## config.mk

```make
export PLATFORM = sky130hd
export DESIGN_NAME = icache_refill
export DESIGN_NICKNAME = d
export VERILOG_FILES = /design/src/rtl/icache_refill.sv
export SDC_FILE = /design/constraint.sdc
export NUM_CORES = 1
export LEC_CHECK = 0
export ABC_AREA = 1
export CAP_MARGIN = 15
export CORE_MARGIN = 1.5
export CORE_UTILIZATION = 39
export CTS_CLUSTER_SIZE = 40
export DETAILED_ROUTE_END_ITERATION = 16
export HOLD_SLACK_MARGIN = 0.03
export PLACE_DENSITY = 0.82
export SKIP_LAST_GASP = 1
export SYNTH_ARGS = -nofsm -noshare
export SYNTH_HDL_FRONTEND = slang
export SYNTH_SLANG_ARGS = --single-unit
export TNS_END_PERCENT = 50
```

## constraint.sdc

```tcl
create_clock -name clk_i -period 1.9 [get_ports clk_i]
set_input_delay 0.38 -clock clk_i [delete_from_list [all_inputs] [get_ports clk_i]]
set_output_delay 0.38 -clock clk_i [all_outputs]
set_load 0.05 [all_outputs]
```

## src/rtl/icache_refill.sv

```systemverilog
// I-cache line refill engine: one AXI-style burst per miss, beats to data RAM, then tag.
// Define ICACHE_REFILL_CWF_EN for critical-word-first (WRAP burst from the missing beat).
`timescale 1ns/1ps
module icache_refill #(
   parameter int IDX_W  = 8,
   parameter int BEAT_W = 2,
   localparam int TAG_W = 32-IDX_W-BEAT_W-3
) (
   input  logic                    clk_i,
   input  logic                    rst_ni,
   input  logic                    miss_valid_i,
   input  logic [31:0]             miss_addr_i,
   output logic                    miss_ready_o,
   output logic                    mem_ar_valid_o,
   input  logic                    mem_ar_ready_i,
   output logic [31:0]             mem_ar_addr_o,
   output logic [7:0]              mem_ar_len_o,
   output logic [1:0]              mem_ar_burst_o,
   input  logic                    mem_r_valid_i,
   output logic                    mem_r_ready_o,
   input  logic [63:0]             mem_r_data_i,
   input  logic [1:0]              mem_r_resp_i,
   input  logic                    mem_r_last_i,
   output logic [IDX_W+BEAT_W-1:0] ram_addr_o,
   output logic [63:0]             ram_data_o,
   output logic                    ram_wr_o,
   output logic                    tag_wr_o,
   output logic [IDX_W-1:0]        tag_index_o,
   output logic [TAG_W-1:0]        tag_o,
   output logic                    tag_valid_o,
   output logic                    refill_done_o,
   output logic                    refill_err_o
);

   localparam int OFF_W  = BEAT_W+3;
   localparam int LINE_W = 32-OFF_W;
   localparam int NB     = 1 << BEAT_W;

   typedef enum logic [1:0] {IDLE, REQ, FILL, TAG} state_t;

   state_t                  state_q, state_d;
   logic [LINE_W-1:0]       line_q;
   logic [BEAT_W-1:0]       beat_q;
   logic [BEAT_W-1:0]       cnt_q;
   logic                    err_q;
   logic                    ram_wr_q;
   logic [IDX_W+BEAT_W-1:0] ram_addr_q;
   logic [63:0]             ram_data_q;

   logic                    accept;
   logic                    beat_acc;
   logic                    last_beat;
   logic                    beat_bad;
   logic [BEAT_W-1:0]       start_beat;
   logic [31:0]             ar_addr;
   logic [IDX_W-1:0]        idx;
   logic                    unused_addr;

`ifdef ICACHE_REFILL_CWF_EN
   localparam logic [1:0] BURST = 2'b10;
   assign start_beat = miss_addr_i[3 +: BEAT_W];
   // beat_q still holds the start beat while in REQ
   assign ar_addr    = {line_q, beat_q, 3'b000};
`else
   localparam logic [1:0] BURST = 2'b01;
   assign start_beat = '0;
   assign ar_addr    = {line_q, {OFF_W{1'b0}}};
`endif

   assign unused_addr = ^miss_addr_i[OFF_W-1:0];
   assign idx       = line_q[IDX_W-1:0];
   assign accept    = miss_valid_i && (state_q == IDLE);
   assign beat_acc  = mem_r_valid_i && (state_q == FILL);
   assign last_beat = (cnt_q == {BEAT_W{1'b1}});
   assign beat_bad  = (mem_r_resp_i != 2'b00) || (mem_r_last_i != last_beat);

   assign ram_wr_o   = ram_wr_q;
   assign ram_addr_o = ram_addr_q;
   assign ram_data_o = ram_data_q;

   always_ff @(posedge clk_i or negedge rst_ni) begin
      if (!rst_ni) begin
         state_q    <= IDLE;
         line_q     <= '0;
         beat_q     <= '0;
         cnt_q      <= '0;
         err_q      <= 1'b0;
         ram_wr_q   <= 1'b0;
         ram_addr_q <= '0;
         ram_data_q <= '0;
      end else begin
         state_q  <= state_d;
         ram_wr_q <= beat_acc;
         if (accept) begin
            line_q <= miss_addr_i[31:OFF_W];
            beat_q <= start_beat;
            cnt_q  <= '0;
            err_q  <= 1'b0;
         end
         if (beat_acc) begin
            ram_addr_q <= {idx, beat_q};
            ram_data_q <= mem_r_data_i;
            beat_q     <= beat_q + 1'b1;
            cnt_q      <= cnt_q + 1'b1;
            if (beat_bad) err_q <= 1'b1;
         end
         if (state_q == TAG) err_q <= 1'b0;
      end
   end

   always_comb begin
      state_d        = state_q;
      miss_ready_o   = 1'b0;
      mem_ar_valid_o = 1'b0;
      mem_ar_addr_o  = '0;
      mem_ar_len_o   = '0;
      mem_ar_burst_o = '0;
      mem_r_ready_o  = 1'b0;
      tag_wr_o       = 1'b0;
      tag_index_o    = '0;
      tag_o          = '0;
      tag_valid_o    = 1'b0;
      refill_done_o  = 1'b0;
      refill_err_o   = 1'b0;
      unique case (state_q)
         IDLE: begin
            miss_ready_o = 1'b1;
            if (miss_valid_i) state_d = REQ;
         end
         REQ: begin
            mem_ar_valid_o = 1'b1;
            mem_ar_addr_o  = ar_addr;
            mem_ar_len_o   = 8'(NB-1);
            mem_ar_burst_o = BURST;
            if (mem_ar_ready_i) state_d = FILL;
         end
         FILL: begin
            mem_r_ready_o = 1'b1;
            if (mem_r_valid_i && last_beat) state_d = TAG;
         end
         TAG: begin
            tag_wr_o      = 1'b1;
            tag_index_o   = idx;
            tag_o         = line_q[IDX_W +: TAG_W];
            tag_valid_o   = !err_q;
            refill_done_o = 1'b1;
            refill_err_o  = err_q;
            state_d       = IDLE;
         end
         default: state_d = IDLE;
      endcase
   end

endmodule

```

Word-level counts from Yosys, hierarchy flattened
Cells that the tools add are included.

storage, ports and cells
  word-level logic and storage cells = 49
  output and inout bits = 151
  bits of input ports = 104
  flip-flop bits (word level) = 109

operators by class
  reduce and logical (&&, ||, !) cells = 9
  mux-type cells = 22
  eq/ne operators = 8
  $add $sub $neg = 2

operators with widths
  kind                                                                      count
  32-bit 2-to-1 mux                                                         1
  19-bit 2-to-1 mux                                                         1
  2-bit 2-to-1 mux                                                          7
  1-bit 2-to-1 mux                                                          11
  8-bit 2-to-1 mux                                                          1
  2-bit one-hot mux with 4 select lines                                     1
  2-bit == test (second input constant)                                     3
  2-bit by 1-bit adder with 2-bit output (second input constant)            2
  2-bit inequality test (second input constant)                             2
  2-bit nonzero test                                                        2
  1-bit logical AND                                                         3
  3-bit AND reduction                                                       1
  2-bit by 1-bit == test with 1-bit output (second input constant)          1
  2-bit zero test                                                           1
  2-bit by 1-bit inequality test with 1-bit output (second input constant)  1
  1-bit zero test                                                           1
  1-bit logical OR                                                          1
  1-bit inequality test                                                     1

Logic depth before layout (Yosys ltp)
Gate-level depths: netlist (run 1).

  word-level depth = 6
  gate-level depth with buffers = 9
  mapped depth without buffers = 7

Worst setup path after synthesis (run 1)
No wires, ideal clock.

  path kind = flip-flop to output port
  start point = register state_q[0]
  end point = output tag_valid_o
  data arrival time = 1.928 ns
  data required time = 1.520 ns
  buffers on the path = 1
  path slack = -0.408 ns
  stages on the path, launching flop included = 5
  cells stage by stage = dfrtp_1 -> ha_1 -> clkbuf_1 -> inv_1 -> nor2_1

on the way
  longest elaborated chain between the ends = 2

ends and longest elaborated chain
  what                    RTL line  RTL
  start, declared         41        state_t state_q, state_d;
  start signal, assigned  92        state_q <= state_d;
  2-bit == test           125       unique case (state_q)
  1-bit 2-to-1 mux        125
  end, declared           30        output logic tag_valid_o,

No other way between the ends.

Final worst setup path (run 1)
  start point = register ram_data_q[40] (netlist: ram_data_o[40])
  end point = output ram_data_o[40]

RTL lines
  what                    RTL line  RTL
  start, declared         48        logic [63:0] ram_data_q;
  start signal, assigned  102       ram_data_q <= mem_r_data_i;
  end, declared           25        output logic [63:0] ram_data_o,

No word-level cell between the ends.

==> flow_metrics.py, run 1 <==
metrics = {
    "run_status": {
        "status": "complete, but fails checks",
        "violations": "negative setup slack",
    },
    "cts": {
        "clockBufferDepth": 2,
        "insertion_delay_ns": 0.34,
        "htreeDepth": 3,
        "clockRootBuffer": "clkbuf_16",
        "tritoncts": "yes",
        "clk_pin_slew_worst_paths_ns": 0.07,
        "cts_num_sinks": 109,
        "numCtsBuffers": 9,
    },
    "sta": {
        "fin_ws_ns": -0.0211,
        "drv_slew": 0,
        "clock.fmax_mhz": 521,
        "totalNegativeSetupSlack_ns": -0.0450,
        "slew_headroom": 0.644,
        "finalHoldViolCount": 0,
        "rsz0062_at_grt": "true",
        "tightest_slew_ns": 0.532,
        "finalCritPeriodShare": 1.01,
        "hold-worst-slack_ns": 0.391,
        "post-route-min-period_ns": 1.92,
        "skew_ns": 0.0106,
        "setup_viol": 6,
    },
    "layout": {
        "post-route-util": 0.702,
        "area_growth_pct": 75.7,
        "nNetsFinal": 913,
        "drive_above_1_share": 0.234,
        "antenna_cells": 0,
        "final_common_cell": "nand2_1",
        "layout_common_cells": "nand2_1 (266), clkdlybuf4s50_1 (139), dfrtp_1 (108)",
    },
    "die": {
        "core_area_sq_um": 12000,
        "chipWidth_um": 114,
        "rows": 40,
        "initial_core_util": 0.400,
        "die_area_sq_um": 12900,
        "io_pins": 255,
        "die_h_um": 114,
    },
    "logic_synthesis": {
        "syn-cell-area_sq_um": 4780,
        "netlist.area_leader.share": 0.571,
        "syn_inst": 565,
        "synth-seq-area-share": 0.571,
        "ys_seq_elements": 109,
        "yosysUniqueCellTypes": 17,
        "ys_warn_count": 0,
        "yosysTopAreaCell": "dfrtp_1",
        "yosys-top-cells-area": "dfrtp_1 (57%), nand2_1 (22%), inv_1 (5.5%), mux2_2 (4.2%), buf_4 (2.7%)",
        "syn_area_per_cell_sq_um": 8.46,
    },
    "detailed_routing": {
        "first_iter_violations": 199,
        "avgViaCountPerCell": 4.51,
        "vias": 4308,
        "wl_per_cell_um": 13.8,
        "ant_nets": 0,
        "drc": 0,
        "finalWirelength_um": 13200,
        "drt-pass1-iter-count": 6,
    },
    "global_routing": {
        "grtUsageTotal": 0.202,
        "use_met1": 0.247,
        "grtUsageMet2": 0.358,
        "busiest_layer": "met2",
        "use_met3": 0.0436,
        "grt-ovfl-total": 0,
        "grt_antenna_before_repair": 0,
        "grt_start_max_net_pins": 60,
        "grt_pass1_wl_um": 20600,
        "first_global_vias": 4078,
    },
    "setup_path": {
        "cp_data_required_time_ns": 1.52,
        "cp_cell_sequence": "clkdlybuf4s50_1",
        "crit_slowest_cell": "clkdlybuf4s50_1",
        "r2r-end": "ram_data_o[58]$_DFFE_PN0P_",
        "cp_max_fo": 2,
        "cpLargestDelayFamily": "buffers and inverters",
        "critical_path_class": "reg2out",
        "start_kind": "register",
        "rr_worst_depth": 8,
        "worstReg2RegStart": "state_q[1]$_DFFE_PN0P_",
        "slowest_delay_ns": 0.82,
        "rrSetupSlack_ns": 0.11,
        "worstPathArrival_ns": 1.54,
        "endpoint_kind": "primary output",
        "crit_buf_inv": 1,
    },
    "placed_design": {
        "io_buffers": 237,
        "dpl.hpwl_um": 9510,
        "place_congestion": 0.782,
    },
    "job": {
        "drv_cap": 0,
    },
    "power_and_ir_drop": {
        "p_per_area_nw_per_um2": 2050,
        "peakVddDrop_v": 0.00104,
        "leakage_nw": 4.26,
    },
    "min_path": {
        "hold_path_class": "in2async",
    },
}
-- kinds of logic (layout without fill, tap and decap cells) --
logic type / Yosys count / after routing / synth area share
muxes: 20 / 20 / 0.0487
adders and majority gates: 6 / 6 / 0.0157
DFF: 109 / 109 / 0.571
AOI/OAI and AO/OA: 20 / 20 / 0.0209
buffers and inverters: 113 / 345 / 0.109
and+or+nand+nor: 296 / 296 / 0.234
other: 1 / 12 / 0.000784
-- timing repair --
action                                  CTS  global route
endpoints found under the setup margin   41            92
cloned                                    0             2
hold buffers                              1             0
buffers inserted                          1             4
resized for setup                         3            15
hold endpoints to repair                  2             0
-- how the worst max path moves through the flow --
stage	end	startpoint	slack, ns	cells after the start
final	ram_data_o[40]	ram_data_o[40]$_DFFE_PN0P_	-0.02	1
after global routing	mem_ar_addr_o[12]	state_q[1]$_DFFE_PN0P_	-0.08	6
after CTS	mem_ar_addr_o[10]	state_q[1]$_DFFE_PN0P_	-0.05	6
after detailed placement	mem_ar_addr_o[10]	state_q[1]$_DFFE_PN0P_	0.20	6
after global placement	mem_ar_addr_o[10]	state_q[1]$_DFFE_PN0P_	0.21	6
after floorplan	mem_ar_addr_o[31]	state_q[1]$_DFFE_PN0P_	-0.07	6
-- layout make-up --
cell class | count | area, sq um
fill | 885 | 3560
timing repair buffer | 258 | 3230
sequential | 109 | 2730
multi-input combinational | 354 | 1620
inverter | 71 | 342
clock buffer | 13 | 280
tap | 147 | 184
clock inverter | 3 | 17.5
-- sequential cells by signal, indices dropped and copies added (netlist names) --
register,flops
ram_wr_o,1
ram_addr_o,10
state_q,2
line_q,27
err_q,1
cnt_q,2
ram_data_o,64
beat_q,2
-- synth_stat cells --
library cell,number
conb_1,1
buf_2,16
buf_4,17
dfrtp_1,109
buf_6,2
nand3_1,4
mux2_2,18
inv_1,70
o21ai_0,11
clkbuf_1,7
mux2_4,2
a21oi_1,9
nand2_1,277
ha_1,6
nand2_2,1
inv_2,1
nor2_1,14
-- stage by stage --
step | total power (W) | setup WS [ns] | area [sq um] | instances
finish | 0.0172 | -0.0211 | 8400 | 955
global route | 0.0181 | -0.0787 | 8400 | 955
CTS | 0.0171 | -0.0473 | 8280 | 949
detailed placement | 0.0152 | 0.199 | 7950 | 931
global placement | 0.0150 | 0.214 | 7950 | 931
floorplan | 0.0106 | -0.0654 | 4900 | 576
-- routing by layer --
| metal | vias up | wire length [um] |
|---|---|---|
| met5 | - | 0 |
| met4 | 0 | 221 |
| met3 | 18 | 766 |
| met2 | 173 | 6790 |
| met1 | 2001 | 5380 |
| li1 | 2116 | - |
-- power by group --
part | internal [W] | switching (W) | total (W)
logic | 0.00437 | 0.00690 | 0.0113
registers | 0.00342 | 0.000714 | 0.00413
clock network | 0.00103 | 0.000801 | 0.00183
(Power assumes the default switching activity.)
==> run 2: changes to the inputs <==
--- a/config.mk
+++ b/config.mk
@@ -7,7 +7,6 @@
 export LEC_CHECK = 0
 export ABC_AREA = 1
 export CAP_MARGIN = 15
-export CORE_MARGIN = 1.5
 export CORE_UTILIZATION = 39
 export CTS_CLUSTER_SIZE = 40
 export DETAILED_ROUTE_END_ITERATION = 16
@@ -17,4 +16,4 @@
 export SYNTH_ARGS = -nofsm -noshare
 export SYNTH_HDL_FRONTEND = slang
 export SYNTH_SLANG_ARGS = --single-unit
-export TNS_END_PERCENT = 50
+export TNS_END_PERCENT = 5
==> run 2 against run 1 <==
Against the previous run: the flow still finishes with violations (negative setup slack); utilization increased by 0.73 points; first-iteration DRC count decreased by 3.0%; register-to-register slack improved by 0.03 ns; sequential share of layout area decreased by 0.34 points; via count increased by 1.1%; largest cell class unchanged; global-route usage increased by 0.29 points; clock power increased by 7%; cell area increased by 1.0%; clock skew decreased by 0.0026 ns; total power increased by 2.2%; setup slack got worse by 0.017 ns; die area decreased by 1.8%.
==> flow_metrics.py, run 2 (synthesis results as in run 1) <==
metrics = {
    "run_status": {
        "status": "complete, but fails checks",
        "violations": "negative setup slack",
    },
    "sta": {
        "fin_ws_ns": -0.0378,
        "skew_ns": 0.00794,
        "slew_headroom": 0.608,
        "hold-worst-slack_ns": 0.0871,
        "finalHoldViolCount": 0,
        "tightest_slew_ns": 0.589,
        "drv_slew": 0,
        "finalCritPeriodShare": 1.02,
        "setup_viol": 22,
        "clock.fmax_mhz": 516,
        "rsz0062_at_grt": "true",
        "post-route-min-period_ns": 1.94,
    },
    "placed_design": {
        "placed_cells": 928,
        "place_congestion": 0.728,
        "io_buffers": 237,
        "dpl.hpwl_um": 9290,
    },
    "detailed_routing": {
        "wl_per_cell_um": 13.9,
        "avgViaCountPerCell": 4.55,
        "vias": 4357,
        "drc": 0,
        "finalWirelength_um": 13300,
        "ant_nets": 0,
        "first_iter_violations": 193,
        "drt-pass1-iter-count": 5,
    },
    "cts": {
        "cts_num_sinks": 109,
        "clockRootBuffer": "clkbuf_16",
        "tritoncts": "yes",
        "htreeDepth": 3,
        "holdBufCountCts": 0,
        "insertion_delay_ns": 0.34,
        "numCtsBuffers": 9,
        "clockBufferDepth": 2,
        "clk_pin_slew_worst_paths_ns": 0.07,
    },
    "layout": {
        "layout_common_cells": "nand2_1 (258), clkdlybuf4s50_1 (143), dfrtp_1 (108)",
        "nNetsFinal": 915,
        "n_fill_cell": 888,
        "post_layout_nonfiller_instances": 957,
        "final_common_cell": "nand2_1",
        "largest_reg_flops": 64,
        "area_growth_pct": 77.5,
        "antenna_cells": 0,
        "drive_above_1_share": 0.268,
    },
    "die": {
        "die_area_sq_um": 12700,
        "io_pins": 255,
        "initial_core_util": 0.400,
        "core_area_sq_um": 12000,
        "die_h_um": 113,
        "chipWidth_um": 113,
        "rows": 40,
    },
    "global_routing": {
        "grt-ovfl-total": 0,
        "grt_start_max_net_pins": 110,
        "grt_antenna_before_repair": 0,
        "grtUsageTotal": 0.205,
        "first_global_vias": 4166,
        "grt_pass1_wl_um": 20400,
    },
    "setup_path": {
        "rr_worst_depth": 8,
        "endpoint_kind": "primary output",
        "start_kind": "register",
        "cpLargestDelayFamily": "buffers and inverters",
        "worstPathArrival_ns": 1.56,
        "slowest_delay_ns": 0.84,
        "critical_path_class": "reg2out",
        "critical_path_depth": 1,
        "cp_data_required_time_ns": 1.52,
        "cp_max_fo": 2,
        "cp_cell_sequence": "clkdlybuf4s50_1",
        "crit_buf_inv": 1,
        "crit_slowest_cell": "clkdlybuf4s50_1",
    },
    "power_and_ir_drop": {
        "peakVddDrop_v": 0.00104,
        "leakage_nw": 4.22,
        "p_per_area_nw_per_um2": 2070,
        "p_total_w": 0.0176,
    },
    "job": {
        "drv_cap": 0,
    },
    "min_path": {
        "hold_path_class": "in2async",
    },
}
[run 2: cell count changes in the layout (fill, tap and decap cells not counted), sizes merged, moves of 3 or more]
| cell | delta |
|---|---|
| clkdlybuf4s50 | +4 |
| inv | +3 |
| dlymetal6s2s | -3 |
| clkbuf | -3 |
[run 2: power by group]
part / internal, W / switching [W]
registers: 0.00341 / 0.000737
logic: 0.00451 / 0.00698
clock network: 0.00106 / 0.000905
total: 0.00898 / 0.00863
[run 2: path summary, 6_finish.rpt]
path | start | end | slack, ns
max | ram_data_o[34]$_DFFE_PN0P_ | ram_data_o[34] | -0.04
min | rst_ni | ram_data_o[30]$_DFFE_PN0P_ | 0.09
max reg2reg | state_q[0]$_DFFE_PN0P_ | ram_data_o[19]$_DFFE_PN0P_ | 0.14
min reg2reg | beat_q[1]$_DFFE_PN0P_ | beat_q[1]$_DFFE_PN0P_ | 0.48
max in group asynchronous | rst_ni | ram_data_o[11]$_DFFE_PN0P_ | 1.35
min in group clk_i | beat_q[1]$_DFFE_PN0P_ | beat_q[1]$_DFFE_PN0P_ | 0.48
[run 2: timing repair]
item,in CTS,in global routing
gates resized for setup,3,45
cloned,0,4
pin swaps,0,1
buffers inserted,2,7
endpoints found under the setup margin,70,98
[run 2: cell type report]
| class | count | area (sq um) | area share |
|---|---|---|---|
| tap | 147 | 184 | 0.0217 |
| inverter | 71 | 347 | 0.0408 |
| clock inverter | 7 | 92.6 | 0.0109 |
| multi-input combinational | 354 | 1650 | 0.195 |
| clock buffer | 9 | 225 | 0.0265 |
| timing repair buffer | 260 | 3260 | 0.384 |
| sequential | 109 | 2730 | 0.322 |
[run 2: layer usage]
| metal | up-vias | track usage | part of all wire |
|---|---|---|---|
| met5 | - | 0 | 0 |
| met4 | 0 | 0.0978 | 0.032 |
| met3 | 32 | 0.0386 | 0.049 |
| met2 | 168 | 0.357 | 0.51 |
| met1 | 2035 | 0.245 | 0.41 |
| li1 | 2122 | - | - |
[run 2: per-stage QoR]
| stage | instance area, sq um | util | worst slack [ns] | setup TNS, ns |
|---|---|---|---|---|
| after floorplan | 4900 | - | -0.0654 | -1.34 |
| after global placement | 7920 | 0.662 | 0.231 | 0 |
| after detailed placement | 7920 | 0.662 | 0.202 | 0 |
| after CTS | 8270 | 0.692 | -0.0902 | -2.02 |
| after global routing | 8490 | 0.709 | -0.0871 | -5.12 |
| final | 8490 | 0.709 | -0.0378 | -0.153 |
